==> src/rtl/exe_wb_skid_stage_pkg.sv <==
// rtl/exe_wb_skid_stage_pkg.sv - shared widths, entry size and state encoding for the EXE->WB skid stage
package exe_wb_skid_stage_pkg;

  localparam int DSIZE_DEF = 32;
  localparam int ASIZE_DEF = 5;

  localparam int ENTRY_W = DSIZE_DEF + ASIZE_DEF + 1;

  // Encoding is {out_valid, skid_valid}; 2'b01 is unreachable.
  typedef enum logic [1:0] {
    ST_EMPTY = 2'b00,
    ST_BUSY  = 2'b10,
    ST_FULL  = 2'b11
  } stage_state_e;

  function automatic logic [1:0] stage_state(input logic out_valid, input logic skid_valid);
    return {out_valid, skid_valid};
  endfunction

endpackage

==> src/rtl/exe_wb_entry_reg.sv <==
// rtl/exe_wb_entry_reg.sv - loadable {valid,data,waddr,wen} register with synchronous clear
module exe_wb_entry_reg
  import exe_wb_skid_stage_pkg::*;
#(
  parameter int DSIZE = DSIZE_DEF,
  parameter int ASIZE = ASIZE_DEF
) (
  input  logic             clk,
  input  logic             rst,
  input  logic             clr,
  input  logic             load,
  input  logic [DSIZE-1:0] load_data,
  input  logic [ASIZE-1:0] load_waddr,
  input  logic             load_wen,
  output logic             valid,
  output logic [DSIZE-1:0] data,
  output logic [ASIZE-1:0] waddr,
  output logic             wen
);

  // Clear drops the entry but leaves data/address in place.
  always_ff @(posedge clk) begin
    if (rst) begin
      valid <= 1'b0;
      data  <= '0;
      waddr <= '0;
      wen   <= 1'b0;
    end else if (clr) begin
      valid <= 1'b0;
      wen   <= 1'b0;
    end else if (load) begin
      valid <= 1'b1;
      data  <= load_data;
      waddr <= load_waddr;
      wen   <= load_wen;
    end
  end

endmodule

==> src/rtl/exe_wb_skid_stage.sv <==
// rtl/exe_wb_skid_stage.sv - EXE->WB two-entry skid stage; optional forwarding under EXE_WB_FWD_EN
module exe_wb_skid_stage
  import exe_wb_skid_stage_pkg::*;
#(
  parameter int DSIZE        = DSIZE_DEF,
  parameter int ASIZE        = ASIZE_DEF,
  parameter bit R0_HARDWIRED = 1'b1
) (
  input  logic             clk,
  input  logic             rst,
  input  logic             flush,
  input  logic             in_valid,
  output logic             in_ready,
  input  logic [DSIZE-1:0] alu_in,
  input  logic [ASIZE-1:0] waddr_in,
  input  logic             wen_in,
  output logic             out_valid,
  input  logic             out_ready,
  output logic [DSIZE-1:0] alu_out,
  output logic [ASIZE-1:0] waddr_out,
  output logic             wen_out
`ifdef EXE_WB_FWD_EN
  ,
  input  logic [ASIZE-1:0] fwd_raddr,
  output logic             fwd_hit,
  output logic [DSIZE-1:0] fwd_data
`endif
);

  logic             skid_valid;
  logic [DSIZE-1:0] skid_data;
  logic [ASIZE-1:0] skid_waddr;
  logic             skid_wen;

  logic accept, drain, wen_masked;
  logic out_load, out_clr, skid_load, skid_clr;
  logic [DSIZE-1:0] out_src_data;
  logic [ASIZE-1:0] out_src_waddr;
  logic             out_src_wen;

  assign in_ready   = ~skid_valid;
  assign accept     = in_valid & in_ready & ~flush;
  assign drain      = out_valid & out_ready;
  assign wen_masked = wen_in & ~(R0_HARDWIRED && (waddr_in == '0));

  // Output slot refills from skid when one is parked, otherwise straight from EXE.
  assign out_load  = skid_valid ? drain : (accept & (~out_valid | drain));
  assign out_clr   = flush | (drain & ~out_load);
  assign skid_load = accept & out_valid & ~drain;
  assign skid_clr  = flush | (skid_valid & drain);

  assign out_src_data  = skid_valid ? skid_data  : alu_in;
  assign out_src_waddr = skid_valid ? skid_waddr : waddr_in;
  assign out_src_wen   = skid_valid ? skid_wen   : wen_masked;

  exe_wb_entry_reg #(.DSIZE(DSIZE), .ASIZE(ASIZE)) u_out_reg (
    .clk        (clk),
    .rst        (rst),
    .clr        (out_clr),
    .load       (out_load),
    .load_data  (out_src_data),
    .load_waddr (out_src_waddr),
    .load_wen   (out_src_wen),
    .valid      (out_valid),
    .data       (alu_out),
    .waddr      (waddr_out),
    .wen        (wen_out)
  );

  exe_wb_entry_reg #(.DSIZE(DSIZE), .ASIZE(ASIZE)) u_skid_reg (
    .clk        (clk),
    .rst        (rst),
    .clr        (skid_clr),
    .load       (skid_load),
    .load_data  (alu_in),
    .load_waddr (waddr_in),
    .load_wen   (wen_masked),
    .valid      (skid_valid),
    .data       (skid_data),
    .waddr      (skid_waddr),
    .wen        (skid_wen)
  );

`ifdef EXE_WB_FWD_EN
  // Skid holds the younger entry so it wins; R0 never hits since its stored wen is 0.
  always_comb begin
    fwd_hit  = 1'b0;
    fwd_data = '0;
    if (skid_valid && skid_wen && (skid_waddr == fwd_raddr)) begin
      fwd_hit  = 1'b1;
      fwd_data = skid_data;
    end else if (out_valid && wen_out && (waddr_out == fwd_raddr)) begin
      fwd_hit  = 1'b1;
      fwd_data = alu_out;
    end
  end
`endif

endmodule

==> config.mk <==
export PLATFORM = sky130hd
export DESIGN_NAME = exe_wb_skid_stage
export DESIGN_NICKNAME = d
export VERILOG_FILES = /design/src/rtl/exe_wb_skid_stage_pkg.sv /design/src/rtl/exe_wb_entry_reg.sv /design/src/rtl/exe_wb_skid_stage.sv
export SDC_FILE = /design/constraint.sdc
export NUM_CORES = 1
export LEC_CHECK = 0
export ABC_AREA = 0
export CAP_MARGIN = 40
export CORE_MARGIN = 8
export CORE_UTILIZATION = 35
export CTS_CLUSTER_DIAMETER = 150
export DETAILED_ROUTE_END_ITERATION = 10
export PLACE_DENSITY_LB_ADDON = 0.12
export REMOVE_ABC_BUFFERS = 1
export SETUP_SLACK_MARGIN = 0.3
export SLEW_MARGIN = 20
export SYNTH_ARGS = -nofsm -noshare
export SYNTH_HDL_FRONTEND = slang
export SYNTH_SLANG_ARGS = --single-unit
==> constraint.sdc <==
create_clock -name clk -period 4.2 [get_ports clk]
set_input_delay 0.42 -clock clk [delete_from_list [all_inputs] [get_ports clk]]
set_output_delay 0.42 -clock clk [all_outputs]
set_load 0.02 [all_outputs]
==> flow_metrics.py <==
metrics = {
    "global_route": {
        "grt_max_degree": 48,
        "grt_first_pass_wirelength_microns": 13400,
        "grt_overflow": 0,
        "track_usage_pct": 13.0,
        "grt_pass1_vias": 2650,
        "grt_antenna_before_repair": 0,
    },
    "route": {
        "vias": 2640,
        "drc_errors": 0,
        "ant_nets": 0,
        "top_layer_used": "met4",
        "drt-met1-wl_microns": 3700,
        "detailedRoute.firstPassIterationCount": 4,
        "drt-vias-per-instance": 4.92,
        "met3_routed_length_microns": 557,
        "detailroute.wirelength.met2_microns": 3670,
        "detailedRoute.firstIterationViolations": 140,
        "wl_per_cell_microns": 15.0,
        "wirelength_microns": 8050,
    },
    "clock_network": {
        "insertion_delay_ps": 340,
        "cts.sinks": 78,
        "clk_root_buffer_cell": "sky130_fd_sc_hd__clkbuf_8",
        "path_clk_slew_ps": 70,
        "cts_repair_resize_count": 0,
        "clock_tree.buffer_depth": 2,
        "cts_tree": "built",
        "tritoncts.num_buffers": 9,
        "ctsHtreeMaxLevel": 3,
        "post-cts-setup-buffers": 0,
        "hold_buffers": 0,
    },
    "placement": {
        "gp_routability_congestion": 0.678,
        "place_inst": 522,
        "dpl_worst_slack_ps": 1710,
        "port_bufs": 82,
        "estimated_wirelength_of_the_detail_placed_design_microns": 5040,
    },
    "setup_path": {
        "setup.worst_path.class": "reg -> out",
        "worstPathRequired_ps": 3780,
        "rr_worst_depth": 6,
        "worst-endpoint-arrival_ps": 2050,
        "cp_top_family": "buffers and inverters",
        "crit_chain": "buf_4, inv_1, clkdlybuf4s50_1",
        "crit-reg2reg-launch": "u_out_reg.valid$_SDFFE_PP0P_",
        "crit_path_start_kind": "register",
        "rrSetupSlack_ps": 2200,
        "timing.critical_path.slowest_cell_delay_ps": 590,
        "critical-path-slowest-cell": "sky130_fd_sc_hd__clkdlybuf4s50_1",
        "crit_buf_inv": 3,
        "rr_endpoint": "u_out_reg.waddr[2]$_SDFFE_PP0P_",
        "worst_setup_path_end_kind": "output port",
        "cp_max_fo": 41,
    },
    "yosys": {
        "netlist_area_sq_um": 3270,
        "yosys-top-cells-area": "sky130_fd_sc_hd__dfxtp_1, sky130_fd_sc_hd__a211oi_2, sky130_fd_sc_hd__mux2i_1, sky130_fd_sc_hd__nand2_1, sky130_fd_sc_hd__a21oi_1",
        "synth_sequential_area_ratio_pct": 47.8,
        "yosysUniqueCellTypes": 27,
        "synthesized_netlist_cell_count": 353,
        "synth-warning-count": 0,
        "post-synth-top-area-fraction_pct": 47.8,
        "synthArstFlopShare_pct": 0,
        "syn_avg_cell_area_sq_um": 9.26,
        "synth.cells.most_frequent": "sky130_fd_sc_hd__dfxtp_1, sky130_fd_sc_hd__nand2_1, sky130_fd_sc_hd__nor2_1",
        "synth_seq_cells": 78,
        "number_of_synthesized_flops_with_an_enable_pin": 0,
        "synth_flop_cell": "sky130_fd_sc_hd__dfxtp_1",
        "synth_top_area_cell": "sky130_fd_sc_hd__dfxtp_1",
        "synth.most_common_cell": "sky130_fd_sc_hd__dfxtp_1",
    },
    "job": {
        "max_cap_violations": 0,
    },
    "cells_and_area": {
        "n_antenna_cell": 0,
        "final_layout_size_suffix_gt1_share_pct": 12.7,
        "layout-area-overhead-vs-synth_pct": 34.4,
        "post_layout_nonfiller_instances": 537,
        "fillCellCount": 868,
        "final_net_count": 466,
    },
    "sta": {
        "period_share_pct": 58.8,
        "clock-skew-final_ps": 9.28,
        "grt_setup_unrepaired": "false",
        "setup_viol": 0,
        "max_freq_mhz": 405,
        "final_period_minus_worst_setup_slack_ps": 2470,
        "worst_pin_slew_ps": 730,
        "timing_hold_violations_final": 0,
        "max_slew_headroom_pct": 51.3,
        "final-max-slew-violation-count": 0,
        "timing.final.ws_setup_ps": 1730,
    },
    "hold_path": {
        "min-delay-start": "u_skid_reg.data[4]$_SDFFE_PP0P_",
        "hold_path_depth": 2,
        "hold_path_end": "u_skid_reg.data[4]$_SDFFE_PP0P_",
        "worstHoldPathType": "reg -> reg",
    },
    "floorplanning": {
        "num_io_pins": 83,
        "die-width_microns": 113,
        "dieArea_sq_um": 12700,
        "floorplan.initialDensity_pct": 35.7,
        "core_sq_um": 9150,
        "die_y_microns": 113,
        "core.rowCount": 35,
    },
    "pwr": {
        "power_density_nw_per_um2": 379,
        "ir_drop_mv": 0.215,
        "leakage_uw": 0.00141,
        "fin_total_pwr_uw": 1670,
    },
    "status": {
        "status": "complete, no violations",
    },
}
==> worst reg2reg max path: cells and delay by family, from the launching register on <==
| family | cells | cell delay [ps] |
|---|---|---|
| AOI/OAI and AO/OA | 2 | 440 |
| DFF | 1 | 380 |
| buffers and inverters | 2 | 700 |
| and+or+nand+nor | 2 | 400 |
==> layout by cell type (no fill, tap or decap), drive strengths merged, types with 2 or more instances in the layout <==
master,instances
clkdlybuf4s50,81
dfxtp,78
nand2,77
nor2,41
a211oi,38
mux2i,37
a21oi,37
clkbuf,9
buf,7
bufinv,3
o21ai,2
clkinv,2
==> flip-flops by register name (all words and copies together), names as in the netlist <==
| name | count |
|---|---|
| u_out_reg.waddr | 5 |
| u_skid_reg.wen | 1 |
| u_out_reg.valid | 1 |
| u_out_reg.wen | 1 |
| u_out_reg.data | 32 |
| u_skid_reg.data | 32 |
| u_skid_reg.valid | 1 |
| u_skid_reg.waddr | 5 |
==> how the worst max path moves through the flow <==
stage                                             start                                to  slack [ps]  cells after the start
after global placement                            flush  u_skid_reg.data[13]$_SDFFE_PP0P_        1760                      5
after detailed placement                          flush  u_skid_reg.data[16]$_SDFFE_PP0P_        1710                      5
after CTS                 u_skid_reg.valid$_SDFFE_PP0P_                          in_ready        1660                      3
after global routing      u_skid_reg.valid$_SDFFE_PP0P_                          in_ready        1610                      3
final                     u_skid_reg.valid$_SDFFE_PP0P_                          in_ready        1730                      3
after floorplan           u_skid_reg.valid$_SDFFE_PP0P_    u_out_reg.data[0]$_SDFFE_PP0P_       -1030                      4
==> routing by layer <==
| layer | vias up | global-route usage (%) |
|---|---|---|
| met2 | 67 | 20.1 |
| li1 | 1353 | - |
| met1 | 1211 | 16.1 |
| met3 | 9 | 4.29 |
| met4 | 0 | 6.03 |
| met5 | - | 0 |
==> final cells by class <==
class / instances / area, sq um / area share, %
Clock inverter: 5 / 100 / 2.28
Clock buffer: 9 / 124 / 2.82
Sequential cell: 78 / 1560 / 35.6
Inverter: 1 / 3.75 / 0.0854
Timing Repair Buffer: 88 / 908 / 20.7
Multi-Input combinational cell: 245 / 1560 / 35.4
Tap cell: 111 / 139 / 3.16
==> metrics by stage <==
stage                     hold WS [ps]  util, %  TNS [ps]  cell area, sq um
final                              456     48.0         0              4390
after global routing               477     48.0         0              4390
after CTS                          456     47.8         0              4370
after detailed placement           446     45.3         0              4150
after global placement             441     44.8         0              4100
after floorplan                    430        -    -38030              3110
==> report_power, final <==
group	internal [uW]	switching [uW]
sequential	767	15.3
clock	386	262
combinational	118	118
==> logic make-up after synthesis <==
kind of cell / count (synthesis) / share of synthesized area (%)
compound gates: 82 / 20.8
buf+inv: 30 / 4.90
flops: 78 / 47.8
mux: 37 / 11.3
simple gates: 126 / 15.2
No activity file was read; power rests on OpenSTA's default activity.
